===== config.mk =====
export PLATFORM = sky130hd
export DESIGN_NAME = spi_cmd_ctrl_flat
export DESIGN_NICKNAME = d
export VERILOG_FILES = /design/src/rtl/spi_cmd_ctrl_if.sv /design/src/rtl/spi_cmd_ctrl.sv /design/src/flat_wrapper.sv
export SDC_FILE = /design/constraint.sdc
export NUM_CORES = 1
export LEC_CHECK = 0
export ABC_AREA = 1
export BUFFER_PORTS_ARGS = -buffer_cell sky130_fd_sc_hd__buf_2
export CORE_ASPECT_RATIO = 1.5
export CORE_UTILIZATION = 60
export CTS_CLUSTER_SIZE = 14
export DETAILED_ROUTE_END_ITERATION = 7
export PLACE_DENSITY = 0.94
export SLEW_MARGIN = 20
export SYNTH_ARGS = -nofsm -noshare
export SYNTH_HDL_FRONTEND = slang
export SYNTH_SLANG_ARGS = --single-unit

===== constraint.sdc =====
create_clock -name clk -period 2.3 [get_ports clk]
set_clock_uncertainty 0.1 [all_clocks]
set_input_delay 0.575 -clock clk [delete_from_list [all_inputs] [get_ports clk]]
set_output_delay 0.575 -clock clk [all_outputs]
set_load 0.05 [all_outputs]

===== src/rtl/spi_cmd_ctrl_if.sv =====
// spi_cmd_ctrl_if: SPI byte-stream and register-bank signals of spi_cmd_ctrl.
// slave modport is the command controller; master is the SPI core / bank side.
interface spi_cmd_ctrl_if;
    logic       ssel;
    logic       rx_valid;
    logic [7:0] rx_data;
    logic [7:0] tx_data;
    logic [7:0] reg_addr;
    logic [7:0] reg_wdata;
    logic       reg_wr;
    logic       reg_rd;
    logic [7:0] reg_rdata;
    logic       busy;
    logic       idle_flag;

    modport slave (
        input  ssel, rx_valid, rx_data, reg_rdata,
        output tx_data, reg_addr, reg_wdata, reg_wr, reg_rd, busy, idle_flag
    );

    modport master (
        output ssel, rx_valid, rx_data, reg_rdata,
        input  tx_data, reg_addr, reg_wdata, reg_wr, reg_rd, busy, idle_flag
    );
endinterface


===== src/rtl/spi_cmd_ctrl.sv =====
// spi_cmd_ctrl: parses 6-byte SD-style command frames from an SPI byte stream,
// executes register read/write and returns R1 (+ data byte on reads) after
// NCR_BYTES fill slots. Optional CRC7 frame check: define SPI_CMD_CRC_EN.
module spi_cmd_ctrl #(
    parameter int unsigned NCR_BYTES = 1
) (
    input  logic          clk,
    input  logic          rst,
    spi_cmd_ctrl_if.slave bus
);
    localparam int unsigned CNT_W = 3;

    localparam logic [2:0] S_IDLE  = 3'd0;
    localparam logic [2:0] S_ARG   = 3'd1;
    localparam logic [2:0] S_CRC   = 3'd2;
    localparam logic [2:0] S_EXEC1 = 3'd3;
    localparam logic [2:0] S_EXEC2 = 3'd4;
    localparam logic [2:0] S_NCR   = 3'd5;
    localparam logic [2:0] S_RESP  = 3'd6;
    localparam logic [2:0] S_DATA  = 3'd7;

    logic [2:0]       state_q, state_d;
    logic [CNT_W-1:0] cnt_q, cnt_d;
    logic [5:0]       idx_q, idx_d;
    logic [7:0]       arg_addr_q, arg_addr_d;
    logic [7:0]       arg_data_q, arg_data_d;
    logic [7:0]       r1_q, r1_d;
    logic             read_q, read_d;
    logic [7:0]       tx_q, tx_d;
    logic [7:0]       addr_q, addr_d;
    logic [7:0]       wdata_q, wdata_d;
    logic             wr_q, wr_d;
    logic             rd_q, rd_d;
    logic             busy_q, busy_d;
    logic             idle_q, idle_d;
    logic             rd_lat_q;
    logic [7:0]       rdata_q;
    logic             legal_c;
    logic             crc_ok_c;

`ifdef SPI_CMD_CRC_EN
    logic [6:0] crc_q, crc_d;
    logic [7:0] crc_byte_q, crc_byte_d;

    // CRC7 (x^7+x^3+1) advanced by one byte, MSB first
    function automatic logic [6:0] crc7_upd(input logic [6:0] c_in, input logic [7:0] d);
        logic [6:0] c;
        logic       fb;
        c = c_in;
        for (int i = 7; i >= 0; i--) begin
            fb = c[6] ^ d[i];
            c  = {c[5:0], 1'b0} ^ (fb ? 7'h09 : 7'h00);
        end
        return c;
    endfunction

    assign crc_ok_c = (crc_byte_q[7:1] == crc_q) && crc_byte_q[0];
`else
    assign crc_ok_c = 1'b1;
`endif

    // Frame sequencing, command decode and slot byte selection
    always_comb begin
        state_d    = state_q;
        cnt_d      = cnt_q;
        idx_d      = idx_q;
        arg_addr_d = arg_addr_q;
        arg_data_d = arg_data_q;
        r1_d       = r1_q;
        read_d     = read_q;
        tx_d       = tx_q;
        addr_d     = addr_q;
        wdata_d    = wdata_q;
        wr_d       = 1'b0;
        rd_d       = 1'b0;
        idle_d     = idle_q;
        legal_c    = (idx_q == 6'd0) || (idx_q == 6'd1) || (idx_q == 6'd17) || (idx_q == 6'd24);
`ifdef SPI_CMD_CRC_EN
        crc_d      = crc_q;
        crc_byte_d = crc_byte_q;
`endif
        if (bus.ssel) begin
            state_d = S_IDLE;
            tx_d    = 8'hFF;
        end else begin
            case (state_q)
                S_IDLE: begin
                    tx_d = 8'hFF;
                    if (bus.rx_valid && (bus.rx_data[7:6] == 2'b01)) begin
                        idx_d   = bus.rx_data[5:0];
                        cnt_d   = '0;
                        state_d = S_ARG;
`ifdef SPI_CMD_CRC_EN
                        crc_d   = crc7_upd(7'h00, bus.rx_data);
`endif
                    end
                end
                S_ARG: begin
                    if (bus.rx_valid) begin
                        if (cnt_q == CNT_W'(0)) arg_addr_d = bus.rx_data;
                        if (cnt_q == CNT_W'(3)) arg_data_d = bus.rx_data;
`ifdef SPI_CMD_CRC_EN
                        crc_d = crc7_upd(crc_q, bus.rx_data);
`endif
                        if (cnt_q == CNT_W'(3)) state_d = S_CRC;
                        else                    cnt_d   = cnt_q + CNT_W'(1);
                    end
                end
                S_CRC: begin
                    if (bus.rx_valid) begin
`ifdef SPI_CMD_CRC_EN
                        crc_byte_d = bus.rx_data;
`endif
                        state_d = S_EXEC1;
                    end
                end
                S_EXEC1: begin
                    read_d  = 1'b0;
                    state_d = S_EXEC2;
                    if (crc_ok_c) begin
                        case (idx_q)
                            6'd0:  idle_d = 1'b1;
                            6'd1:  idle_d = 1'b0;
                            6'd17: begin
                                rd_d   = 1'b1;
                                read_d = 1'b1;
                                addr_d = arg_addr_q;
                            end
                            6'd24: begin
                                wr_d    = 1'b1;
                                addr_d  = arg_addr_q;
                                wdata_d = arg_data_q;
                            end
                            default: ;
                        endcase
                    end
                end
                S_EXEC2: begin
                    r1_d    = {4'b0, ~crc_ok_c, crc_ok_c & ~legal_c, 1'b0, idle_q};
                    cnt_d   = '0;
                    state_d = S_NCR;
                end
                S_NCR: begin
                    if (bus.rx_valid) begin
                        if (cnt_q == CNT_W'(NCR_BYTES - 1)) begin
                            tx_d    = r1_q;
                            state_d = S_RESP;
                        end else begin
                            cnt_d = cnt_q + CNT_W'(1);
                        end
                    end
                end
                S_RESP: begin
                    if (bus.rx_valid) begin
                        if (read_q) begin
                            tx_d    = rdata_q;
                            state_d = S_DATA;
                        end else begin
                            tx_d    = 8'hFF;
                            state_d = S_IDLE;
                        end
                    end
                end
                S_DATA: begin
                    if (bus.rx_valid) begin
                        tx_d    = 8'hFF;
                        state_d = S_IDLE;
                    end
                end
                default: begin
                    tx_d    = 8'hFF;
                    state_d = S_IDLE;
                end
            endcase
        end
        busy_d = (state_d != S_IDLE);
    end

    // State and output registers
    always_ff @(posedge clk) begin
        if (rst) begin
            state_q    <= S_IDLE;
            cnt_q      <= '0;
            idx_q      <= '0;
            arg_addr_q <= '0;
            arg_data_q <= '0;
            r1_q       <= '0;
            read_q     <= 1'b0;
            tx_q       <= 8'hFF;
            addr_q     <= '0;
            wdata_q    <= '0;
            wr_q       <= 1'b0;
            rd_q       <= 1'b0;
            busy_q     <= 1'b0;
            idle_q     <= 1'b1;
`ifdef SPI_CMD_CRC_EN
            crc_q      <= '0;
            crc_byte_q <= '0;
`endif
        end else begin
            state_q    <= state_d;
            cnt_q      <= cnt_d;
            idx_q      <= idx_d;
            arg_addr_q <= arg_addr_d;
            arg_data_q <= arg_data_d;
            r1_q       <= r1_d;
            read_q     <= read_d;
            tx_q       <= tx_d;
            addr_q     <= addr_d;
            wdata_q    <= wdata_d;
            wr_q       <= wr_d;
            rd_q       <= rd_d;
            busy_q     <= busy_d;
            idle_q     <= idle_d;
`ifdef SPI_CMD_CRC_EN
            crc_q      <= crc_d;
            crc_byte_q <= crc_byte_d;
`endif
        end
    end

    // Capture read data the clock after the read strobe
    always_ff @(posedge clk) begin
        if (rst) begin
            rd_lat_q <= 1'b0;
            rdata_q  <= '0;
        end else begin
            rd_lat_q <= rd_q;
            if (rd_lat_q) rdata_q <= bus.reg_rdata;
        end
    end

    assign bus.tx_data   = tx_q;
    assign bus.reg_addr  = addr_q;
    assign bus.reg_wdata = wdata_q;
    assign bus.reg_wr    = wr_q;
    assign bus.reg_rd    = rd_q;
    assign bus.busy      = busy_q;
    assign bus.idle_flag = idle_q;
endmodule

===== src/flat_wrapper.sv =====
// flat-port wrapper written by rule: the top's interface ports become plain ports
module spi_cmd_ctrl_flat 
#(
    parameter int unsigned NCR_BYTES = 1
)
  (clk, rst, bus_ssel, bus_rx_valid, bus_rx_data, bus_reg_rdata, bus_tx_data, bus_reg_addr, bus_reg_wdata, bus_reg_wr, bus_reg_rd, bus_busy, bus_idle_flag);
  spi_cmd_ctrl_if bus_i ();
  input  logic clk;
  input  logic rst;
  input wire logic [$bits(bus_i.ssel)-1:0] bus_ssel;
  input wire logic [$bits(bus_i.rx_valid)-1:0] bus_rx_valid;
  input wire logic [$bits(bus_i.rx_data)-1:0] bus_rx_data;
  input wire logic [$bits(bus_i.reg_rdata)-1:0] bus_reg_rdata;
  output wire logic [$bits(bus_i.tx_data)-1:0] bus_tx_data;
  output wire logic [$bits(bus_i.reg_addr)-1:0] bus_reg_addr;
  output wire logic [$bits(bus_i.reg_wdata)-1:0] bus_reg_wdata;
  output wire logic [$bits(bus_i.reg_wr)-1:0] bus_reg_wr;
  output wire logic [$bits(bus_i.reg_rd)-1:0] bus_reg_rd;
  output wire logic [$bits(bus_i.busy)-1:0] bus_busy;
  output wire logic [$bits(bus_i.idle_flag)-1:0] bus_idle_flag;
  assign bus_i.ssel = bus_ssel;
  assign bus_i.rx_valid = bus_rx_valid;
  assign bus_i.rx_data = bus_rx_data;
  assign bus_i.reg_rdata = bus_reg_rdata;
  assign bus_tx_data = bus_i.tx_data;
  assign bus_reg_addr = bus_i.reg_addr;
  assign bus_reg_wdata = bus_i.reg_wdata;
  assign bus_reg_wr = bus_i.reg_wr;
  assign bus_reg_rd = bus_i.reg_rd;
  assign bus_busy = bus_i.busy;
  assign bus_idle_flag = bus_i.idle_flag;
  spi_cmd_ctrl #(.NCR_BYTES(NCR_BYTES)) u_core (.clk(clk), .rst(rst), .bus(bus_i));
endmodule

==> impl_metrics.env <==
export IMPL_outcome="finished clean"
export IMPL_port_buffer_count=47
export IMPL_syn2layout_area_growth_pct=15.69
export IMPL_syn_area_per_cell_sq_um=7.090
export IMPL_max_cap_violations=0
export IMPL_timing_final_hold_violations=0
export IMPL_die_height_microns=86.73
export IMPL_synth_async_sr_flop_share_pct=0
export IMPL_cp_start_kind="flip-flop"
export IMPL_vias=2689
export IMPL_core_rowCount=30
export IMPL_die_width_microns=58.49
export IMPL_fmaxAchievable_ghz=0.5972
export IMPL_clock_tree_root_buffer_cell="clkbuf_8"
export IMPL_slowest_stage="dfxtp_1"
export IMPL_cp_data_required_time_ps=1620
export IMPL_standard_cell_core_area_sq_um=4542
export IMPL_preCtsSetupSlack_ps=495.7
export IMPL_filler_cell_count=372
export IMPL_vias_per_cell=5.112
export IMPL_crit_arrival_ps=1000
export IMPL_r2r_slack_ps=630
export IMPL_grt_pass1_vias=2562
export IMPL_path_cells="buf_2"
export IMPL_synth_edf_count=0
export IMPL_dominant_cell_by_count_in_the_synthesized_netlist="nor2_1"
export IMPL_r2r_cells=7
export IMPL_cts_hold_buffers_added=0
export IMPL_cts_sink_count=68
export IMPL_worst_slew_pin_transition_ps=450.7
export IMPL_cp_slowest_stage_delay_ps=370
export IMPL_period_needed_ps=1674
export IMPL_initialDrtViolationCount=154
export IMPL_yosysTopAreaCell="dfxtp_1"
export IMPL_power_leakage_nw=1.607
export IMPL_timing_rr_start="u_core.state_q[1]"
export IMPL_diodes=0
export IMPL_postRouteWirelength_mm=6.404
export IMPL_die_area_sq_um=5072
export IMPL_worstSetupStartpoint="u_core.bus.idle_flag"
export IMPL_synth_top_cells_by_area="dfxtp_1 (47%), nor2_1 (14%), nand2_1 (11%)"
export IMPL_totalNegativeSetupSlack_ps=0
export IMPL_timing_max_transition_violations_final=0
export IMPL_postSynthNetCount=428
export IMPL_first_pass_grt_wire_length_mm=10.73
export IMPL_synthesis_yosys_warnings=0
export IMPL_critical_path_top_delay_family="flip-flops"
export IMPL_routed_wire_length_per_instance_microns=12.17
export IMPL_post_syn_instances=405
export IMPL_dp_final_hpwl_mm=4.636
export IMPL_grt_max_degree=23
export IMPL_r2r_end="u_core.bus.reg_wdata[7]"
export IMPL_ioPinCount=48
export IMPL_synth_flop_cell="dfxtp_1"
export IMPL_area_sequential_sq_um=1361
export IMPL_netlist_area_pre_place_sq_um=2872
export IMPL_number_of_antenna_violations_at_the_first_check_in_global_routing=0
export IMPL_grt_remaining_overflow=0
export IMPL_critical_path_buffer_and_inverter_count=1
export IMPL_post_cts_resized=0
export IMPL_route_detailed_drc=0
export IMPL_final_worst_hold_slack_ps=351.9
export IMPL_dpl_cell_area_sq_um=3164
export IMPL_multi_input_comb_area_sq_um=1316
export IMPL_synth_seq_cells=68
export IMPL_drtPass1Iterations=5
export IMPL_timing_critical_path_to_type="output pin"
export IMPL_initial_core_utilization_pct=63.22
export IMPL_synth_seq_area_share_pct=47.41
export IMPL_post_cts_setup_buffer_count=0
export IMPL_holdPathEnd="u_core.rd_lat_q"
export IMPL_nets=481
export IMPL_worstPathMaxFanout=3
export IMPL_routabilityCongestion=0.8946
export IMPL_rsz_0062_raised_after_global_routing="no"
export IMPL_min_from="u_core.bus.reg_rd"
export IMPL_finalCritPeriodShare_pct=72.80
export IMPL_cts_tree="yes"
export IMPL_worst_ir_drop_vdd_v=0.0006125
export IMPL_post_route_cell_area_sq_um=3322
export IMPL_numCtsBuffers=9
export IMPL_clkTransAtPathRegs_ps=70
export IMPL_clk_latency_ps=350
export IMPL_ant_nets=0
export IMPL_post_synth_most_frequent_cells="nor2_1 (109), nand2_1 (81), dfxtp_1 (68)"
export IMPL_yosys_area_top_type_share_pct=47.41
export IMPL_h_tree_depth=3
export IMPL_relSlewSlack_pct=69.84
export IMPL_groute_usage_overall_pct=27.80
export IMPL_synth_lib_cells_used_distinct=28
export IMPL_critical_path_class="reg2out"
export IMPL_final_worst_setup_slack_ps=625.7
export IMPL_setup_violations_final=0
export IMPL_final_layout_size_suffix_gt1_share_pct=19.48
export IMPL_powerDensity_nw_per_um2=637.7
export IMPL_worstHoldPathCells=2
export IMPL_clock_tree_buf_depth=2
export IMPL_type_of_the_tightest_min_delay_check="reg2reg"
-- per-layer routing --
metal / share of wire (%) / up-vias / routed length, microns / GRT usage [%]
met5: 0 / - / 0 / 0
met4: 2.8 / 0 / 179 / 13.85
met3: 4.1 / 17 / 260 / 7.761
met2: 53 / 85 / 3391 / 50.05
met1: 40 / 1208 / 2572 / 28.84
li1: - / 1379 / - / -
-- worst max path at each step --
stage	cells past startpoint	slack, ps	end
floorplan	5	920	u_core.idx_q[0]
global placement	6	530	u_core.arg_data_q[2]
detailed placement	5	500	u_core.arg_addr_q[1]
CTS	1	630	bus_idle_flag
global route	7	450	u_core.bus.tx_data[2]
finish	1	630	bus_idle_flag
-- logic make-up (layout without fill, tap and decap cells) --
family / after synthesis / in the layout / share of synthesized area [%]
AOI/OAI and AO/OA: 56 / 56 / 9.978
adders and majority gates: 3 / 3 / 1.307
buffers and inverters: 47 / 104 / 6.754
DFF: 68 / 68 / 47.41
and+or+nand+nor: 231 / 231 / 34.55
-- final cells by class --
| type | count | share of cell area [%] |
|---|---|---|
| clock buffer | 10 | 3.842 |
| clock inverter | 5 | 0.9040 |
| inverter | 40 | 4.708 |
| multi-input combinational | 290 | 39.62 |
| sequential | 68 | 40.98 |
| tap | 64 | 2.411 |
| timing repair buffer | 49 | 7.533 |
-- stage by stage --
| step | instances | total power [W] | util [%] |
|---|---|---|---|
| 3_3_place_gp | 511 | 0.001327 | 69.67 |
| 2_1_floorplan | 405 | 0.001286 | - |
| 6_report | 526 | 0.002119 | 73.14 |
| 3_5_place_dp | 511 | 0.001331 | 69.67 |
| 4_1_cts | 526 | 0.002128 | 73.14 |
| 5_1_grt | 526 | 0.002202 | 73.14 |
-- state kept, by name (all words and copies together), names as in the netlist --
name and count:
u_core.idx_q 6, u_core.bus.busy 1, u_core.bus.reg_addr 8, u_core.arg_data_q 8, u_core.read_q 1, u_core.r1_q 2
u_core.bus.idle_flag 1, u_core.arg_addr_q 8, u_core.cnt_q 3, u_core.bus.tx_data 8, u_core.rdata_q 8, u_core.rd_lat_q 1
u_core.bus.reg_rd 1, u_core.state_q 3, u_core.bus.reg_wdata 8, u_core.bus.reg_wr 1
-- power breakdown --
part	leakage [nW]	internal (W)	switching (W)	total, W
clock network	0.0779	0.000379	0.000434	0.000812
logic	0.980	0.0000376	0.0000751	0.000113
registers	0.549	0.00119	0.00000726	0.00119
total	1.61	0.00160	0.000516	0.00212
-- layout by cell type (no fill, tap or decap), types with 2 or more instances in the layout --
cell,Yosys,final
inv_1,31,31
nand3_1,16,16
a21oi_1,5,5
inv_2,6,6
clkbuf_8,0,9
nand2_2,2,2
nand4_2,2,2
dfxtp_1,68,68
nor2_4,3,3
clkinvlp_4,0,2
nor2_2,6,6
nand4_1,4,4
nor3_1,2,2
clkinv_2,1,4
nor2_1,109,109
nand2_1,81,81
nand3_2,3,3
buf_4,1,2
o21ai_0,48,48
ha_1,3,3
buf_2,0,47
Power figures use the tool's default switching activity.
